[src/rtl/watch_ctrl_if.sv]
// rtl/watch_ctrl_if.sv - button, counter-digit and control signals of the stopwatch controller
// Purpose: bundles everything between the buttons/seconds counter and watch_ctrl.
// Ports (slave view = watch_ctrl):
//   strtstop_i, laprst_i   raw push-button levels
//   lsbsec_i, msbsec_i     live seconds-counter digits (BCD)
//   cntce_o, cntclr_o      count enable / synchronous clear to the seconds counter
//   running_o, laphold_o   status: RUN or LAP / LAP only
//   displsb_o, dispmsb_o   registered display digits
interface watch_ctrl_if;
  logic       strtstop_i;
  logic       laprst_i;
  logic [3:0] lsbsec_i;
  logic [3:0] msbsec_i;
  logic       cntce_o;
  logic       cntclr_o;
  logic       running_o;
  logic       laphold_o;
  logic [3:0] displsb_o;
  logic [3:0] dispmsb_o;

  modport master (
    output strtstop_i, laprst_i, lsbsec_i, msbsec_i,
    input  cntce_o, cntclr_o, running_o, laphold_o, displsb_o, dispmsb_o
  );

  modport slave (
    input  strtstop_i, laprst_i, lsbsec_i, msbsec_i,
    output cntce_o, cntclr_o, running_o, laphold_o, displsb_o, dispmsb_o
  );
endinterface

[src/rtl/watch_ctrl.sv]
// rtl/watch_ctrl.sv - run/lap/reset controller for the stopwatch seconds counter
// Purpose: turns the start/stop and lap/reset buttons into count-enable and clear
// strobes, prescales clk_i down to the count rate and freezes the display in LAP.
// Ports:
//   clk_i   system clock, rising edge
//   rst_i   asynchronous active-high reset
//   bus     watch_ctrl_if.slave (buttons, counter digits, strobes, status, display)
// Parameter: TICKDIV clock cycles per count step (>= 2).
module watch_ctrl #(
  parameter int unsigned TICKDIV = 10
) (
  input  logic         clk_i,
  input  logic         rst_i,
  watch_ctrl_if.slave  bus
);

  localparam int unsigned     PW = $clog2(TICKDIV);
  localparam logic [PW-1:0]   TC = PW'(TICKDIV - 1);

  typedef enum logic [2:0] {
    S_CLEAR,
    S_ZERO,
    S_RUN,
    S_LAP,
    S_STOP
  } state_e;

  state_e        state_q, state_d;
  logic [2:0]    ss_sync_q, lr_sync_q;   // [0],[1] synchronizer, [2] edge-detect delay
  logic [PW-1:0] presc_q, presc_d;
  logic [3:0]    displsb_q, dispmsb_q;
  logic          ss_press, lr_press;
  logic          run_st;

  always_ff @(posedge clk_i or posedge rst_i) begin
    if (rst_i) begin
      ss_sync_q <= '0;
      lr_sync_q <= '0;
    end else begin
      ss_sync_q <= {ss_sync_q[1:0], bus.strtstop_i};
      lr_sync_q <= {lr_sync_q[1:0], bus.laprst_i};
    end
  end

  // Rising edge of the synchronized level: one pulse per press however long it is held.
  assign ss_press = ss_sync_q[1] & ~ss_sync_q[2];
  assign lr_press = lr_sync_q[1] & ~lr_sync_q[2];

  assign run_st = (state_q == S_RUN) || (state_q == S_LAP);

  always_ff @(posedge clk_i or posedge rst_i) begin
    if (rst_i) begin
      state_q   <= S_CLEAR;
      presc_q   <= '0;
      displsb_q <= '0;
      dispmsb_q <= '0;
    end else begin
      state_q <= state_d;
      presc_q <= presc_d;
      // Loading on the last pre-LAP cycle is what captures the lap value.
      if (state_q != S_LAP) begin
        displsb_q <= bus.lsbsec_i;
        dispmsb_q <= bus.msbsec_i;
      end
    end
  end

  // Next state; start/stop is tested first so it wins over a same-cycle lap/reset.
  always_comb begin
    state_d = state_q;
    case (state_q)
      S_CLEAR: state_d = S_ZERO;
      S_ZERO:  if (ss_press) state_d = S_RUN;
      S_RUN: begin
        if (ss_press)      state_d = S_STOP;
        else if (lr_press) state_d = S_LAP;
      end
      S_LAP: begin
        if (ss_press)      state_d = S_STOP;
        else if (lr_press) state_d = S_RUN;
      end
      S_STOP: begin
        if (ss_press)      state_d = S_RUN;
        else if (lr_press) state_d = S_CLEAR;
      end
      default: state_d = S_CLEAR;
    endcase
  end

  // Prescaler holds outside RUN/LAP so a resumed run keeps its fractional count.
  always_comb begin
    presc_d = presc_q;
    if (state_q == S_CLEAR) begin
      presc_d = '0;
    end else if (run_st) begin
      presc_d = (presc_q == TC) ? '0 : presc_q + 1'b1;
    end
  end

  assign bus.cntce_o   = run_st && (presc_q == TC);
  assign bus.cntclr_o  = (state_q == S_CLEAR);
  assign bus.running_o = run_st;
  assign bus.laphold_o = (state_q == S_LAP);
  assign bus.displsb_o = displsb_q;
  assign bus.dispmsb_o = dispmsb_q;

endmodule

[src/flat_wrapper.sv]
// flat-port wrapper written by rule: the top's interface ports become plain ports
module watch_ctrl_flat 
#(
  parameter int unsigned TICKDIV = 10
)
  (clk_i, rst_i, bus_strtstop_i, bus_laprst_i, bus_lsbsec_i, bus_msbsec_i, bus_cntce_o, bus_cntclr_o, bus_running_o, bus_laphold_o, bus_displsb_o, bus_dispmsb_o);
  watch_ctrl_if bus_i ();
  input  logic clk_i;
  input  logic rst_i;
  input wire logic [$bits(bus_i.strtstop_i)-1:0] bus_strtstop_i;
  input wire logic [$bits(bus_i.laprst_i)-1:0] bus_laprst_i;
  input wire logic [$bits(bus_i.lsbsec_i)-1:0] bus_lsbsec_i;
  input wire logic [$bits(bus_i.msbsec_i)-1:0] bus_msbsec_i;
  output wire logic [$bits(bus_i.cntce_o)-1:0] bus_cntce_o;
  output wire logic [$bits(bus_i.cntclr_o)-1:0] bus_cntclr_o;
  output wire logic [$bits(bus_i.running_o)-1:0] bus_running_o;
  output wire logic [$bits(bus_i.laphold_o)-1:0] bus_laphold_o;
  output wire logic [$bits(bus_i.displsb_o)-1:0] bus_displsb_o;
  output wire logic [$bits(bus_i.dispmsb_o)-1:0] bus_dispmsb_o;
  assign bus_i.strtstop_i = bus_strtstop_i;
  assign bus_i.laprst_i = bus_laprst_i;
  assign bus_i.lsbsec_i = bus_lsbsec_i;
  assign bus_i.msbsec_i = bus_msbsec_i;
  assign bus_cntce_o = bus_i.cntce_o;
  assign bus_cntclr_o = bus_i.cntclr_o;
  assign bus_running_o = bus_i.running_o;
  assign bus_laphold_o = bus_i.laphold_o;
  assign bus_displsb_o = bus_i.displsb_o;
  assign bus_dispmsb_o = bus_i.dispmsb_o;
  watch_ctrl #(.TICKDIV(TICKDIV)) u_core (.clk_i(clk_i), .rst_i(rst_i), .bus(bus_i));
endmodule
[config.mk]
export PLATFORM = sky130hd
export DESIGN_NAME = watch_ctrl_flat
export DESIGN_NICKNAME = d
export VERILOG_FILES = /design/src/rtl/watch_ctrl_if.sv /design/src/rtl/watch_ctrl.sv /design/src/flat_wrapper.sv
export SDC_FILE = /design/constraint.sdc
export NUM_CORES = 1
export LEC_CHECK = 0
export BUFFER_PORTS_ARGS = -buffer_cell sky130_fd_sc_hd__clkbuf_2
export CORE_AREA = 4 4 53 55
export DETAILED_ROUTE_END_ITERATION = 6
export DIE_AREA = 0 0 57 59
export PLACE_DENSITY = 0.72
export SLEW_MARGIN = 15
export SYNTH_ARGS = -nofsm -noshare
export SYNTH_HDL_FRONTEND = slang
export SYNTH_SLANG_ARGS = --single-unit
[constraint.sdc]
create_clock -name clk_i -period 1.5 [get_ports clk_i]
set_input_delay 0.225 -clock clk_i [delete_from_list [all_inputs] [get_ports clk_i]]
set_output_delay 0.225 -clock clk_i [all_outputs]
set_load 0.02 [all_outputs]
Word level (Yosys, flattened, before mapping)
Cells that the tools add are included.

storage, ports and cells
  input port bits = 12
  word-level logic and storage cells = 37
  output and inout bits = 12
  register bits = 21

operators by class
  reduce and logical (&&, ||, !) cells = 5
  add/sub/neg operators = 1
  bitwise logic cells = 4
  multiplexer cells = 11
  equality and inequality tests = 10

operator list
  operator                                                                  number
  3-bit 2-to-1 mux                                                          7
  3-bit case mux with 5 select lines                                        1
  4-bit 2-to-1 mux                                                          3
  3-bit by 1-bit inequality test with 1-bit output (second input constant)  3
  3-bit by 2-bit equality test with 1-bit output (second input constant)    2
  4-bit by 1-bit adder with 4-bit output (second input constant)            1
  4-bit equality test (second input constant)                               1
  4-bit AND reduction                                                       1
  3-bit by 1-bit equality test with 1-bit output (second input constant)    1
  3-bit equality test (second input constant)                               1
  3-bit logical NOT                                                         1
  3-bit by 2-bit inequality test with 1-bit output (second input constant)  1
  1-bit bitwise AND                                                         2
  2-bit by 1-bit inequality test with 1-bit output (second input constant)  1
  1-bit NOT                                                                 2
  2-bit nonzero test                                                        1
  1-bit logical AND                                                         1
  1-bit logical OR                                                          1

Logic depth before layout (Yosys ltp)
Gate-level depths: netlist of the first run.

  depth in word-level cells = 5
  mapped depth = 6

Worst setup path after synthesis of the first run
Ideal clock, no wire load.

  path kind = reg2out
  start point = reg u_core.state_q[0]
  end point = out bus_cntclr_o
  data required time = 1.275 ns
  data arrival time = 1.020 ns
  path buffers = 1
  setup slack = 0.255 ns
  stages on the path, launching flop included = 3
  path through = dfrtp_1 clkbuf_8 nor3_1

on the way
  cells in the longest elaborated chain, start to end = 1

ends and longest elaborated chain
  what                    RTL line            source
  from (decl)             watch_ctrl.sv:28    state_e state_q, state_d;
  from (signal assigned)  watch_ctrl.sv:58    state_q <= state_d;
  3-bit logical NOT       watch_ctrl.sv:101   assign bus.cntclr_o = (state_q == S_CLEAR);
  to (decl)               flat_wrapper.sv:15  output wire logic [$bits(bus_i.cntclr_o)-1:0] bus_cntclr_o;

Every way passes these cells.

Worst setup path in the final report of the first run
  start point = reg u_core.presc_q[1]
  end point = out bus_cntce_o

on the way
  cells in the longest elaborated chain, start to end = 2

ends and longest elaborated chain
  what                    RTL line            source
  from (decl)             watch_ctrl.sv:30    logic [PW-1:0] presc_q, presc_d;
  from (signal assigned)  watch_ctrl.sv:59    presc_q <= presc_d;
  4-bit equality test     watch_ctrl.sv:100   assign bus.cntce_o = run_st && (presc_q == TC);
  1-bit logical AND       watch_ctrl.sv:100
  to (decl)               flat_wrapper.sv:14  output wire logic [$bits(bus_i.cntce_o)-1:0] bus_cntce_o;

Every way passes these cells.

==> qor.yml, run 1 <==
synth_top_area_share_pct: 58.0
post-route-min-period_ns: 1.46
rr_worst_depth: 5
synthToLayoutAreaGrowth_pct: 31.9
critPathRequiredTime_ns: 1.27
synthCells: 69
p_sw_share_pct: 37.4
p_per_area_mw_per_mm2: 1840
power_uw: 2190
antenna_found_initial: 0
min_to: "u_core.ss_sync_q[0]"
r2r_end: "u_core.bus.displsb_o[1]"
postRouteAntennaNets: 0
h-tree-depth: 1
hold_ws_ns: 0.0257
via_per_inst: 4.63
crit_path_cell_trace: "inv_1 > ha_1 > nand3b_1 > nor2_1 > buf_4"
globalplace.congestion: 0.700
critPathMaxFanout: 2
fill_cells: 229
nNetsFinal: 124
slew-limit-headroom_pct: 74.9
clock.fmax_mhz: 683
overflow: 0
hpwl_um: 1200
cp_top_family: "flip-flops"
post_synth_main_area_contributors: "dfrtp_1, mux2_4, ha_1"
clk_latency_ns: 0.30
r2r_setup_slack_ns: 0.20
peakVddDrop_v: 0.00107
cap_violations: 0
p_sw_uw: 820
cp-start-kind: "flop"
p_seq_share_pct: 37.7
final_cell_mix: "clkbuf_2, dfrtp_1, buf_4"
grt_max_degree: 22
synthesis.area_um2: 906
clk_path_buf_depth: 2
grt_pass1_vias: 651
io_pins: 24
crit_arrival_ns: 1.24
hold_start: "bus_strtstop_i"
clock-sinks: 21
slowest_delay_ns: 0.40
worst_pin_slew_ns: 0.376
vias: 643
final_common_cell: "clkbuf_2"
cts_made_buffers: 3
cts_root_buf: "clkbuf_4"
holdPathStages: 1
path_clk_slew_ns: 0.10
final_max_slew_viol_count: 0
grt_setup_unrepaired: "true"
yosys_warnings: 0
synth_seq_area_share_pct: 58.0
worst-path-buf-inv: 2
chipHeight_um: 59
postPlaceCellArea_mm2: 0.00105
grt_first_pass_wirelength_um: 2850
post-synth-top-area-cell: "dfrtp_1"
status: "completed"
clock_skew_ns: 0.00445
antennaDiodeCount: 0
finalSetupViolCount: 0
design_area_mm2: 0.00119
routed_wl_um: 1670
cp-end-kind: "output port"
grt_usage_pct: 11.2
layout_setup_ws_ns: 0.0351
firstDrtPassIters: 4
final.setup.tns_ns: 0
post-place-ws_ns: 0.226
wl_per_cell_um: 12.0
rows: 18
dr.first_iter.drc_count: 8
hold_path.class: "input pin to flop"
critPathSlowestCell: "dfrtp_1"
period_share_pct: 97.7
crit_type: "flop to output port"
drive_above_1_share_pct: 48.6
power_frac_comb_pct: 50.4
fp.dieW_um: 57
hold_viol: 0
synth_area_per_cell_um2: 13.1
drcViolationCount: 0
rr_startpoint: "u_core.state_q[1]"
cts_tree: "done"
syn-num-nets: 83
p_leak_uw: 0.000618
core_area_mm2: 0.00239
internal_power_uw: 1370
portBuffers: 23
start_util_pct: 37.9
yosys_register_bits: 21
power.clock.fraction_pct: 11.9
die_area_mm2: 0.00336
synth_cell_type_count: 25
==> through the flow <==
step / cells / utilization [%]
after global placement: 122 / 44.1
after global routing: 139 / 50.1
after floorplan: 69 / -
after CTS: 132 / 47.7
after detailed placement: 122 / 44.1
final: 139 / 50.1
==> routing by layer <==
layer  global-route usage (%)  part of all wire (%)  vias to the layer above
met5                        0                     0                        -
met4                     5.96                   2.0                        0
met3                     3.92                   5.6                        5
met2                     17.1                    48                       17
met1                     13.9                    44                      305
li1                         -                     -                      316
==> state kept, by name, indices dropped and copies added (netlist names) <==
register,flops
u_core.bus.displsb_o,4
u_core.bus.dispmsb_o,4
u_core.lr_sync_q,3
u_core.presc_q,4
u_core.ss_sync_q,3
u_core.state_q,3
==> power by group through the flow <==
stage	clock, µW	combinational [µW]	sequential [µW]
2_1_floorplan	0	602	906
3_3_place_gp	0	806	865
3_5_place_dp	0	837	877
4_1_cts	276	945	855
5_1_grt	294	1210	846
6_report	261	1110	826
==> kinds of logic after synthesis <==
family | share of synthesized area [%]
fa+ha+maj | 2.76
mux | 13.3
buf+inv | 4.14
xor+xnor | 0.967
compound gates | 8.29
flops | 58.0
simple gates | 12.6
==> cell type report <==
cell class / instances / area [µm²] / area share [%]
Tap cell: 30 / 37.5 / 3.14
Inverter: 5 / 23.8 / 1.99
Sequential cell: 21 / 528 / 44.2
Timing Repair Buffer: 37 / 236 / 19.8
Multi-Input combinational cell: 42 / 343 / 28.7
Clock buffer: 4 / 26.3 / 2.20
==> repair_timing <==
item                       CTS  global route
pin swaps                    0             0
gates cloned                 0             0
setup buffers                5             7
gates resized for setup      6             3
hold buffers                 1             0
hold endpoints to repair    21             0
setup endpoints to repair    2             4
==> worst register-to-register path: cells and delay by family (launching register included) <==
family,cells,cell delay (ns)
AND/OR/NAND/NOR,2,0.18
flip-flops,1,0.46
buffers and inverters,2,0.24
multiplexers,1,0.32
==> Yosys cell counts (all sizes together) <==
library cell / count
o21a: 1
ha: 2
nor2b: 1
nor3: 1
inv: 5
nor2: 4
nand3: 3
o22a: 1
nand2b: 2
xor2: 1
nand4: 1
o22ai: 1
nand3b: 1
o31ai: 1
clkbuf: 1
dfrtp: 21
mux2: 8
o21ai: 5
a21oi: 1
a21o: 2
nand2: 6
==> worst max-delay path by stage <==
stage / depth (start not counted) / slack, ns / from / to
floorplan: 2 / 0.26 / u_core.state_q[0] / bus_cntclr_o
global placement: 5 / 0.26 / u_core.state_q[2] / bus_laphold_o
detailed placement: 5 / 0.23 / u_core.state_q[2] / bus_laphold_o
CTS: 5 / 0.02 / u_core.state_q[1] / bus_laphold_o
global route: 5 / -0.03 / u_core.presc_q[1] / bus_cntce_o
finish: 5 / 0.04 / u_core.presc_q[1] / bus_cntce_o
(Power assumes the default switching activity.)
==> run 2: changes to the inputs <==
REMOVE_ABC_BUFFERS = 1   (was not set)
==> run 2 against run 1 <==
Effect of this change:
- utilization increased by 0.21 points
- clock-buffer cell count decreased by 1
- die area stayed put
- non-clock buffer count did not move
- clock skew up 0.00053 ns
==> qor.yml, run 2 (synthesis results as in run 1) <==
power.clock.fraction_pct: 11.7
wl_met3_um: 104
final.setup.tns_ns: 0
fp.dieW_um: 57
fill_cells: 227
clock-sinks: 21
clk_path_buf_depth: 2
final_common_cell: "clkbuf_2"
p_leak_uw: 0.000620
postPlaceCellArea_mm2: 0.00105
slew-limit-headroom_pct: 76.9
hold_ws_ns: 0.0256
vias: 657
cts_made_buffers: 3
cts_root_buf: "clkbuf_4"
antenna_found_initial: 0
routed_wl_um: 1730
globalplace.congestion: 0.729
post-route-min-period_ns: 1.48
top_layer_used: "met4"
antennaDiodeCount: 0
start_util_pct: 37.9
worst_pin_slew_ns: 0.346
design_area_mm2: 0.00120
status: "completed"
postRouteAntennaNets: 0
power_frac_comb_pct: 49.5
r2r_setup_slack_ns: 0.17
hpwl_um: 1180
rows: 18
cts_tree: "done"
portBuffers: 23
grt_setup_unrepaired: "true"
hold_path.class: "input pin to flop"
cp-start-kind: "flop"
drive_above_1_share_pct: 50.5
grt_max_degree: 22
clk_latency_ns: 0.30
grt_pass1_vias: 639
firstDrtPassIters: 4
via_per_inst: 4.73
period_share_pct: 98.5
nNetsFinal: 124
overflow: 0
min_to: "u_core.ss_sync_q[0]"
crit_type: "flop to output port"
dr.first_iter.drc_count: 24
grt_usage_pct: 11.3
p_sw_share_pct: 37.6
core_area_mm2: 0.00239
die_area_mm2: 0.00336
chipHeight_um: 59
r2r_end: "u_core.presc_q[3]"
critPathMaxFanout: 2
wl_met2_um: 871
p_sw_uw: 829
rr_worst_depth: 7
clock_skew_ns: 0.00497
wl_per_cell_um: 12.4
clock.fmax_mhz: 677
cp-end-kind: "output port"
io_pins: 24
drcViolationCount: 0
hold_start: "bus_strtstop_i"
cap_violations: 0
crit_arrival_ns: 1.25
grt_first_pass_wirelength_um: 2880
synthToLayoutAreaGrowth_pct: 32.5
finalSetupViolCount: 0
p_per_area_mw_per_mm2: 1840
p_seq_share_pct: 38.9
final_max_slew_viol_count: 0
critPathRequiredTime_ns: 1.27
holdPathStages: 1
hold_viol: 0
h-tree-depth: 1
internal_power_uw: 1380
wl_met1_um: 726
final_cell_mix: "clkbuf_2, dfrtp_1, buf_4"
rr_startpoint: "u_core.state_q[1]"
peakVddDrop_v: 0.000802
path_clk_slew_ns: 0.11
run 2: cell count changes in the layout (fill, tap and decap cells not counted):
cell | before | now
clkbuf_1 | 1 | 0
dfrtp_2 | 2 | 3
clkbuf_2 | 20 | 19
buf_4 | 15 | 16
dfrtp_1 | 19 | 18
clkinv_2 | 0 | 1
run 2: through the flow:
| stage | instances | setup slack [ns] | utilization [%] | power, µW |
|---|---|---|---|---|
| floorplan | 68 | 0.256 | - | 1470 |
| global placement | 122 | 0.229 | 44.1 | 1680 |
| detailed placement | 122 | 0.206 | 44.1 | 1710 |
| CTS | 134 | -0.0303 | 48.4 | 2110 |
| global route | 139 | -0.0337 | 50.3 | 2360 |
| finish | 139 | 0.0219 | 50.3 | 2200 |
run 2: layout make-up:
class                           instances  area (µm²)  area share [%]
Inverter                                5        23.8            1.98
Tap cell                               30        37.5            3.13
Multi-Input combinational cell         42         343            28.6
Timing Repair Buffer                   37         239            19.9
Clock inverter                          1        5.00           0.417
Sequential cell                        21         529            44.1
Clock buffer                            3        22.5            1.88
run 2: power groups by stage:
stage	Clock [µW]	Sequential, µW	Combinational, µW
CTS	280	849	985
global route	308	878	1180
global placement	0	866	811
detailed placement	0	877	838
finish	257	857	1090
floorplan	0	938	535
run 2: metal layers:
layer	global-route usage, %	vias up
li1	-	315
met2	17.6	19
met5	0	-
met1	14.0	321
met3	3.27	2
met4	6.62	0
run 2: worst max-delay path, stage by stage, from the launching register on:
cell,delay (ns)
dfrtp_1,0.42
inv_1,0.07
ha_1,0.14
nand3b_1,0.09
nor2_1,0.10
buf_4,0.14
run 2: worst max path at each step:
stage | from | slack [ns] | to | cells after the start
after floorplan | u_core.state_q[0] | 0.26 | bus_cntclr_o | 1
after global placement | u_core.state_q[2] | 0.23 | bus_laphold_o | 5
after detailed placement | u_core.state_q[2] | 0.21 | bus_laphold_o | 5
after CTS | u_core.state_q[2] | -0.03 | bus_laphold_o | 5
after global routing | u_core.presc_q[1] | -0.03 | bus_cntce_o | 5
final | u_core.presc_q[1] | 0.02 | bus_cntce_o | 5
run 2: what timing repair did:
| action | in CTS | in global routing |
|---|---|---|
| endpoints found under the hold margin | 21 | 0 |
| buffers inserted | 7 | 5 |
| resized for setup | 5 | 7 |
| hold buffers | 1 | 0 |
| gates cloned | 0 | 0 |
| setup endpoints to repair | 2 | 4 |
==> run 3: changes to the inputs <==
CELL_PAD_IN_SITES_DETAIL_PLACEMENT = 1   (was not set)
CELL_PAD_IN_SITES_GLOBAL_PLACEMENT = 1   (was not set)
CORE_AREA = 4 4 54 56   (was 4 4 53 55)
DIE_AREA = 0 0 58 60   (was 0 0 57 59)
PLACE_DENSITY = 0.83   (was 0.72)
==> run 3 against run 2 <==
Effect of this change:
- the run now ends with negative setup slack left
- maximum frequency decreased by 4.5%
- global-route usage increased by 1.4 points
- combinational power increased by 6%
- critical path type unchanged
==> qor.yml, run 3 (synthesis results as in run 1) <==
cp-start-kind: "flop"
antennaDiodeCount: 0
io_pins: 24
p_per_area_mw_per_mm2: 1830
grt_setup_unrepaired: "true"
hpwl_um: 1410
vias: 673
power.clock.fraction_pct: 12.5
crit_type: "flop to output port"
peakVddDrop_v: 0.000903
drcViolationCount: 0
power_frac_comb_pct: 51.2
fin_util_pct: 50.7
start_util_pct: 37.2
antenna_found_initial: 0
globalplace.congestion: 0.682
seqCellArea_um2: 528
hold_viol: 0
clk_path_buf_depth: 2
power_uw: 2260
nNetsFinal: 126
internal_power_uw: 1380
overflow: 0
cts_tree: "done"
rows: 18
dr.first_iter.drc_count: 13
critPathSlowestCell: "dfrtp_1"
cap_violations: 0
fill_cells: 262
wl_per_cell_um: 14.6
worst_pin_slew_ns: 0.401
critPathRequiredTime_ns: 1.27
hold_path.class: "input pin to flop"
clock.fmax_mhz: 646
layout_setup_ws_ns: -0.0470
cts_root_buf: "clkbuf_4"
finalSetupViolCount: 1
multi_input_area_um2: 350
violations: "negative setup slack"
path_clk_slew_ns: 0.12
post-place-ws_ns: 0.217
final_max_slew_viol_count: 0
final_cell_mix: "clkbuf_2, dfrtp_1, buf_4"
clock_skew_ns: 0.00365
final.setup.tns_ns: -0.0470
period_share_pct: 103
die_area_mm2: 0.00348
status: "finished with violations"
portBuffers: 23
p_leak_uw: 0.000627
synthToLayoutAreaGrowth_pct: 36.2
cp_top_family: "flip-flops"
clock-sinks: 21
routed_wl_um: 2060
cp-end-kind: "output port"
p_sw_uw: 879
fp.dieW_um: 58
p_sw_share_pct: 38.9
slew-limit-headroom_pct: 73.2
grt_pass1_vias: 714
clk_latency_ns: 0.31
firstDrtPassIters: 4
worst-path-buf-inv: 2
crit_path_cell_trace: "inv_1 > ha_2 > nand3b_1 > nor2_1 > buf_4"
p_seq_share_pct: 36.3
slowest_delay_ns: 0.41
via_per_inst: 4.77
critPathMaxFanout: 2
drive_above_1_share_pct: 50.5
h-tree-depth: 1
grt_usage_pct: 12.7
post-route-min-period_ns: 1.55
grt_max_degree: 22
postRouteAntennaNets: 0
cts_made_buffers: 3
grt_first_pass_wirelength_um: 3260
crit_arrival_ns: 1.32
chipHeight_um: 60
core_area_mm2: 0.00243
## run 3: final timing paths
check | from | end | slack (ns) | depth (start not counted)
max | u_core.presc_q[1] | bus_cntce_o | -0.05 | 5
max in group asynchronous | rst_i | u_core.state_q[1] | 0.82 | 4
min in group asynchronous | rst_i | u_core.ss_sync_q[2] | 0.45 | 4
max reg2reg | u_core.presc_q[1] | u_core.presc_q[3] | 0.06 | 8
min reg2reg | u_core.lr_sync_q[0] | u_core.lr_sync_q[1] | 0.36 | 0
min | bus_lsbsec_i[2] | u_core.bus.displsb_o[2] | 0.13 | 2
## run 3: per-stage QoR
| step | cells | hold WS [ns] | area (µm²) |
|---|---|---|---|
| after floorplan | 68 | 0.202 | 892 |
| after global routing | 141 | 0.120 | 1230 |
| final | 141 | 0.135 | 1230 |
| after detailed placement | 122 | 0.254 | 1050 |
| after global placement | 122 | 0.249 | 1050 |
| after CTS | 135 | 0.124 | 1170 |
## run 3: power by group through the flow
stage	Clock, µW	Combinational (µW)	Sequential [µW]
4_1_cts	293	978	859
3_5_place_dp	0	837	885
6_report	282	1160	821
2_1_floorplan	0	535	938
5_1_grt	312	1240	844
3_3_place_gp	0	812	868
## run 3: area by class of cell
class                   count  share of cell area (%)
flip-flops and latches     21                    42.8
multi-input cells          42                    28.4
repair buffers             39                    21.4
well taps                  30                    3.04
inverters                   5                    1.93
clock buffers               3                    1.83
clock inverters             1                   0.609
## run 3: what timing repair did
item,in CTS,in global routing
buffers inserted,6,6
hold buffers,3,0
hold endpoints to repair,23,0
pin swaps,0,1
setup endpoints to repair,3,4
gates resized for setup,6,8
## run 3: worst register-to-register path, delay by kind of cell, from the launching register on
family | cells | cell delay (ns)
and+or+nand+nor | 2 | 0.19
DFF | 1 | 0.41
adders and majority gates | 1 | 0.16
buffers and inverters | 3 | 0.36
AOI/OAI and AO/OA | 2 | 0.25
## run 3: layer usage
layer / global-route usage [%] / wire length (µm)
met1: 14.2 / 793
met2: 23.2 / 1120
met3: 3.24 / 117
met4: 4.97 / 25
met5: 0 / 0
